==> src/rtl/sar_scan_sequencer.sv <==
// sar_scan_sequencer: round-robin scan controller for a 4-bit SAR converter.
// Each scan picks the next enabled mux channel, waits a fixed settle time,
// holds sar_run high until sar_done, then offers a channel-tagged result.
//
// Handshake: a result transfers on a rising edge where o_res_valid and
// i_res_ready are both high; o_res_valid/o_res_data/o_res_ch stay stable
// until that edge, and i_res_ready is ignored while o_res_valid is low.
//
// Optional feature macro: SARSEQ_TIMEOUT_EN. When defined, a conversion that
// sees no sar_done within TIMEOUT CONV cycles is abandoned and o_err is set
// (sticky until reset). When undefined, CONV waits forever and o_err is 0.
module sar_scan_sequencer #(
    parameter int NCH     = 4,
    parameter int RES_W   = 4,
    parameter int SETTLE  = 3,
    parameter int TIMEOUT = 64,
    localparam int CW     = $clog2(NCH)
) (
    input  logic             i_clk,
    input  logic             i_reset,
    input  logic             i_enable,
    input  logic [NCH-1:0]   i_ch_mask,
    output logic [CW-1:0]    o_mux_sel,
    output logic             o_sar_run,
    input  logic [RES_W-1:0] i_sar_bitout,
    input  logic             i_sar_done,
    output logic             o_res_valid,
    input  logic             i_res_ready,
    output logic [RES_W-1:0] o_res_data,
    output logic [CW-1:0]    o_res_ch,
    output logic             o_busy,
    output logic             o_err,
    output logic [1:0]       o_state
);

    localparam logic [1:0] S_IDLE   = 2'd0;
    localparam logic [1:0] S_SETTLE = 2'd1;
    localparam logic [1:0] S_CONV   = 2'd2;
    localparam logic [1:0] S_HOLD   = 2'd3;

    // One counter serves both the settle countdown and the CONV timeout.
    localparam int CNT_MAX = (SETTLE > TIMEOUT) ? SETTLE : TIMEOUT;
    localparam int CNT_W   = $clog2(CNT_MAX + 1);

    logic [1:0]       r_state;
    logic [CW-1:0]    r_ptr;
    logic [CW-1:0]    r_mux_sel;
    logic             r_sar_run;
    logic             r_res_valid;
    logic [RES_W-1:0] r_res_data;
    logic [CW-1:0]    r_res_ch;
    logic [CNT_W-1:0] r_cnt;
    logic             r_first;

    logic [CW-1:0]    w_sel_hi;
    logic [CW-1:0]    w_sel_lo;
    logic             w_hi_found;
    logic [CW-1:0]    w_sel;
    logic [CW-1:0]    w_ptr_next;

    // Channel pick: lowest set mask bit at or above ptr, else lowest set bit overall.
    always_comb begin
        w_sel_hi   = '0;
        w_sel_lo   = '0;
        w_hi_found = 1'b0;
        for (int i = NCH - 1; i >= 0; i--) begin
            if (i_ch_mask[i]) begin
                w_sel_lo = CW'(i);
                if (i >= int'(r_ptr)) begin
                    w_sel_hi   = CW'(i);
                    w_hi_found = 1'b1;
                end
            end
        end
        w_sel = w_hi_found ? w_sel_hi : w_sel_lo;
    end

    // Pointer moves one past the channel just served, wrapping at NCH.
    assign w_ptr_next = (r_mux_sel == CW'(NCH - 1)) ? '0 : r_mux_sel + CW'(1);

`ifdef SARSEQ_TIMEOUT_EN
    logic r_err;
`endif

    // Scan FSM and all registered outputs.
    always_ff @(posedge i_clk or posedge i_reset) begin
        if (i_reset) begin
            r_state     <= S_IDLE;
            r_ptr       <= '0;
            r_mux_sel   <= '0;
            r_sar_run   <= 1'b0;
            r_res_valid <= 1'b0;
            r_res_data  <= '0;
            r_res_ch    <= '0;
            r_cnt       <= '0;
            r_first     <= 1'b0;
`ifdef SARSEQ_TIMEOUT_EN
            r_err       <= 1'b0;
`endif
        end else begin
            case (r_state)
                S_IDLE: begin
                    if (i_enable && (i_ch_mask != '0)) begin
                        r_mux_sel <= w_sel;
                        r_cnt     <= CNT_W'(SETTLE - 1);
                        r_state   <= S_SETTLE;
                    end
                end
                S_SETTLE: begin
                    if (r_cnt == '0) begin
                        r_sar_run <= 1'b1;
                        r_first   <= 1'b1;
`ifdef SARSEQ_TIMEOUT_EN
                        r_cnt     <= CNT_W'(TIMEOUT - 1);
`endif
                        r_state   <= S_CONV;
                    end else begin
                        r_cnt <= r_cnt - CNT_W'(1);
                    end
                end
                S_CONV: begin
                    // The first CONV cycle ignores sar_done so a stale done
                    // from the previous conversion cannot end this one.
                    r_first <= 1'b0;
                    if (!r_first && i_sar_done) begin
                        r_res_data  <= i_sar_bitout;
                        r_res_ch    <= r_mux_sel;
                        r_res_valid <= 1'b1;
                        r_sar_run   <= 1'b0;
                        r_state     <= S_HOLD;
                    end
`ifdef SARSEQ_TIMEOUT_EN
                    else if (r_cnt == '0) begin
                        r_sar_run <= 1'b0;
                        r_err     <= 1'b1;
                        r_ptr     <= w_ptr_next;
                        r_state   <= S_IDLE;
                    end else begin
                        r_cnt <= r_cnt - CNT_W'(1);
                    end
`endif
                end
                S_HOLD: begin
                    if (i_res_ready) begin
                        r_res_valid <= 1'b0;
                        r_ptr       <= w_ptr_next;
                        r_state     <= S_IDLE;
                    end
                end
                default: r_state <= S_IDLE;
            endcase
        end
    end

`ifdef SARSEQ_TIMEOUT_EN
    assign o_err = r_err;
`else
    assign o_err = 1'b0;
`endif

    assign o_mux_sel   = r_mux_sel;
    assign o_sar_run   = r_sar_run;
    assign o_res_valid = r_res_valid;
    assign o_res_data  = r_res_data;
    assign o_res_ch    = r_res_ch;
    assign o_busy      = (r_state != S_IDLE);
    assign o_state     = r_state;

endmodule

==> config.mk <==
export PLATFORM = sky130hd
export DESIGN_NAME = sar_scan_sequencer
export DESIGN_NICKNAME = d
export VERILOG_FILES = /design/src/rtl/sar_scan_sequencer.sv
export SDC_FILE = /design/constraint.sdc
export NUM_CORES = 1
export LEC_CHECK = 0
export CAP_MARGIN = 0
export CORE_MARGIN = 2
export CORE_UTILIZATION = 45
export DETAILED_ROUTE_END_ITERATION = 12
export GPL_ROUTABILITY_DRIVEN = 0
export PLACE_DENSITY = 0.74
export SETUP_SLACK_MARGIN = 0.2
export SLEW_MARGIN = 20
export SYNTH_ARGS = -nofsm -noshare
export SYNTH_HDL_FRONTEND = slang
export SYNTH_SLANG_ARGS = --single-unit
==> constraint.sdc <==
create_clock -name i_clk -period 1.7 [get_ports i_clk]
set_input_delay 0.255 -clock i_clk [delete_from_list [all_inputs] [get_ports i_clk]]
set_output_delay 0.255 -clock i_clk [all_outputs]
set_load 0.02 [all_outputs]
# == After elaboration in Yosys (flattened, before gate mapping) ==
# Index checks and enable logic that the tools add are counted.
# word_totals
wordCells,75
input_bits,13
output_inout_bits,14
reg_bits,22
# classes
n_eq_ne,9
n_addsub,2
n_reduce_logical,18
magnitude_cmp,3
muxes,34
# ops
op,count
2-bit 2-to-1 mux,16
7-bit 2-to-1 mux,2
7-bit case mux with 2 select lines,1
1-bit 2-to-1 mux,11
"2-bit inequality test, second input constant",5
3-bit AND reduction,3
2-bit case mux with 4 select lines,1
2-bit AND reduction,4
2-bit nonzero test,4
7-bit zero test,1
"7-bit by 1-bit subtractor with 7-bit output, second input constant",1
"2-bit equality test, second input constant",3
1-bit case mux with 2 select lines,3
"1-bit by 2-bit >= comparator with 1-bit output, first input constant",2
4-bit AND reduction,1
4-bit nonzero test,1
"2-bit by 1-bit adder with 2-bit output, second input constant",1
"2-bit by 1-bit equality test with 1-bit output, second input constant",1
"2-bit >= comparator, first input constant",1
1-bit logical AND,2
2-bit zero test,1
1-bit zero test,1

# == Logic depth before layout (Yosys ltp) ==
# depth
ltp_word,8
depth_mapped,6
mapped_depth_nobuf,6

# == Worst setup path after synthesis ==
# Ideal clock, no wire load.
# synth_timing
path_type,register to register
start,reg r_state[0] (netlist: o_state[0])
end,reg r_cnt[5]
setup_time_ns,0.124
path_buffers,0
slack_ns,-0.259
arrival_ns,1.835
period_less_slack_ns,1.959
required_ns,1.576
path_stages_with_launch,7
cell_sequence,dfrtp_1 > inv_1 > ha_1 > inv_1 > o221ai_2 > or4_1 > mux2i_1
# synth_via
elab_chain_len,3
elab_cells_between_ends,7
classes_between,eq/ne: 3; mux: 1; reduce/logical: 3
# synth_lines
item,line_no,text
"start, declared",45,logic [1:0] r_state;
"start signal, assigned",88,r_state <= S_IDLE;
"start signal, assigned",106,r_state <= S_SETTLE;
"start signal, assigned",116,r_state <= S_CONV;
2-bit by 1-bit equality test with 1-bit output / 2-bit zero test (equally long branches),101,case (r_state)
2-bit inequality test (no line) / 2-bit nonzero test (equally long branches),--,
3-bit AND reduction (no line),--,
"end signal, assigned",105,r_cnt <= CNT_W'(SETTLE - 1);
"end signal, assigned",118,r_cnt <= r_cnt - CNT_W'(1);
"end, declared",52,logic [CNT_W-1:0] r_cnt;
# Several ways; a longest one is shown, not always the timed one.
# A chain may end at the register's enable or synchronous reset.

# == Final worst setup path ==
# layout_timing
start,reg r_cnt[4]
end,reg r_state[1] (netlist: o_state[1])
# layout_via
elab_chain_len,3
# layout_lines
item,line_no,text
7-bit zero test,110,if (r_cnt == '0) begin
2-bit inequality test (no line),--,
4-bit AND reduction (no line),--,
"end signal, assigned",106,
"end signal, assigned",116,
"end signal, assigned",130,r_state <= S_HOLD;
# No other way between the ends.

==> results.md <==
* Crit share post-route at 100%
* Max Clock Freq at 588 MHz
* Remaining DRCs at 0
* Max Cap Viol at 0
* Clock tree root driver cell: clkbuf_4
* TritonCTS sink count at 22
* Min Tclk post-route at 1.70 ns
* PD cells at 1810 mW/mm^2
* Crit Path Max Fanout at 5
* Number of synthesized flops with an enable pin at 0
* Setup Total Neg Slack at 0 ns
* WP data arrival at 1.91 ns
* Synthesized Nets at 144
* Clock slew seen by the registers of the worst setup and hold paths at 0.13 ns
* Diodes inserted at 0
* Total wire length at 3050 um
* Pin count of the biggest net entering global routing at 23
* Worst Setup End Kind: flip-flop
* Port Buffer Count at 25
* Worst VDD drop at 1240 uV
* Core area at 0.00273 mm^2
* Yosys top cell area share at 42.8%
* Post-Syn Area at 0.00128 mm^2
* Die height at 57.4 um
* Utilization after layout at 67.5%
* Overflow after GRT at 0
* Drt pass-1 iters at 4
* Die Area at 0.00330 mm^2
* Final Setup Violations at 0
* R2R Setup Slk at 0.0007 ns
* Worst Hold Class: in2async
* Hold Buf Count CTS at 0
* GRT Resource Usage Total at 20.3%
* Wire per inst at 14.9 um
* Synth area leaders: dfrtp_1 43%, ha_1 7.8%, mux2_2 5.3%
* First-pass GRT wire length at 5210 um
* Row count at 19
* Worst-Skew Late Latency at 0.31 ns
* 1st-iter DRT viols at 15
* Die X at 57.4 um
* Register Area at 553 um^2
* FILL cells at 210
* Post-DRT Antenna Nets at 0
* Clk_skew at 0.00438 ns
* Yosys reg bits at 22
* Synth Instances at 123
* Leak pwr at 0.854 nW
* Syn-to-layout area delta at 43.6%
* Vias at 1,106
* Fin. max-slew vios at 0
* Yosys warns at 0
* DP HPWL at 2180 um
* R2R depth at 4
* Initial antenna violation count at 0
* Status: finished, final reports clean
* Crit path required time at 1.91 ns
* Via density at 5.42
* IO Count at 27
* Multi-input gate area at 747 um^2
* Leading area contributor after synthesis: dfrtp_1
* Sequential fraction of the synthesis area at 42.8%
* Async set-reset flop share out of synthesis at 100%
* Share of layout cells above drive strength 1 at 31.8%
* Critical path launch point type: flip-flop
* Total CTS buffers at 3
* Final nets at 195
* RSZ-0062 raised after global routing: true
* Initial Utilization at 47.0%
* Final hold vios at 0
* Post-synth cell types at 43
* CTS tree: yes
* Number of global-route vias before repair at 1,148
* Setup CP Type: reg2reg
* Commonest register cell after synthesis: dfrtp_1
* H-Tree Depth at 1
* Syn Area/Cell at 10.4 um^2
* CTS Buffer Depth at 2
==> worst paths after layout <==
check | start | end
setup / recovery | r_cnt[4] | o_state[1]
hold / removal | i_reset | o_mux_sel[0]
setup reg to reg | r_cnt[4] | o_state[1]
hold reg to reg | o_res_valid | o_res_valid
max in group asynchronous | i_reset | o_state[0]
min in group i_clk | o_res_valid | o_res_valid
==> layout by cell type (no fill, tap or decap), types with 3 or more instances in the layout <==
| cell type | netlist | layout |
|---|---|---|
| a21oi_1 | 4 | 4 |
| buf_4 | 1 | 20 |
| buf_6 | 0 | 3 |
| clkbuf_4 | 0 | 3 |
| clkdlybuf4s50_1 | 0 | 12 |
| dfrtp_1 | 22 | 20 |
| dlygate4sd2_1 | 0 | 12 |
| ha_1 | 8 | 4 |
| inv_1 | 10 | 7 |
| inv_4 | 0 | 3 |
| mux2_2 | 6 | 6 |
| mux2i_1 | 3 | 3 |
| nand2_1 | 11 | 11 |
| nand2b_1 | 7 | 7 |
| nand3b_1 | 3 | 3 |
| nor2_1 | 5 | 5 |
| nor2b_1 | 3 | 3 |
| o21ai_0 | 4 | 4 |
| o31ai_1 | 3 | 3 |
==> timing repair <==
action | CTS | global route
gates resized for setup | 20 | 8
pin swaps | 6 | 2
setup buffers | 5 | 5
endpoints found under the hold margin | 0 | 0
endpoints found under the setup margin | 30 | 18
cloned | 0 | 0
==> stage by stage <==
stage	instance area [um^2]	instances	power, mW	hold slack, ns	setup WS, ns
global route	1850	204	3.60	0.289	-0.0634
global placement	1690	190	2.68	0.477	-0.133
finish	1850	204	3.34	0.273	0.000698
CTS	1800	199	3.24	0.282	0.000583
floorplan	1320	123	2.11	0.244	0.0476
detailed placement	1690	190	2.77	0.491	-0.182
==> per-layer routing <==
| metal | share of wire [%] | wire length, um | global-route usage, % | up-vias |
|---|---|---|---|---|
| met4 | 2.3 | 69 | 6.98 | 0 |
| met1 | 45 | 1370 | 25.9 | 536 |
| met2 | 50 | 1520 | 35.2 | 20 |
| met3 | 3.0 | 91 | 2.49 | 8 |
| met5 | 0 | 0 | 0 | - |
| li1 | - | - | - | 542 |
==> synth_stat cells, types with 2 or more instances <==
cell and n:
dfrtp_1 22, nand2_1 11, inv_1 10, ha_1 8, nand2b_1 7, mux2_2 6, nor2_1 5, a21oi_1 4
o21ai_0 4, mux2i_1 3, nand3b_1 3, nor2b_1 3, o31ai_1 3, a21o_1 2, o211ai_1 2, o311ai_0 2
or2_2 2
==> power breakdown <==
| group | total [mW] | internal [mW] | switching, mW |
|---|---|---|---|
| Combinational | 1.98 | 1.00 | 0.982 |
| Sequential | 0.955 | 0.753 | 0.201 |
| Clock | 0.405 | 0.238 | 0.167 |
| Total | 3.34 | 1.99 | 1.35 |
==> sequential cells by signal, indices dropped and copies added (netlist names) <==
| signal | flops |
|---|---|
| o_res_ch | 2 |
| o_res_data | 4 |
| r_cnt | 7 |
| r_ptr | 2 |
| o_res_valid | 1 |
| o_state | 2 |
| o_mux_sel | 2 |
| o_sar_run | 1 |
| r_first | 1 |
==> logic make-up (layout without fill, tap and decap cells) <==
group                      after synthesis  in the layout  synth area share (%)
and+or+nand+nor                         43             43                  20.0
AOI/OAI and AO/OA                       27             27                  16.0
DFF                                     22             22                  42.8
muxes                                   11             11                  9.64
buffers and inverters                   11             61                  3.51
adders and majority gates                8              8                  7.79
other                                    1              1                 0.292
==> final cells by class <==
cell class | instances | area share [%]
Inverter | 10 | 2.44
Tap cell | 31 | 2.10
Clock buffer | 3 | 1.22
Multi-Input combinational cell | 90 | 40.5
Sequential cell | 22 | 30.0
Timing Repair Buffer | 47 | 22.2
Clock inverter | 1 | 1.63
==> worst max-delay path, cell delays in order (launching register included) <==
cell     delay, ns
dfrtp_1       0.43
or4_4         0.59
o21ai_4       0.17
nand3_2       0.10
mux2_4        0.31
(Power assumes the default switching activity.)
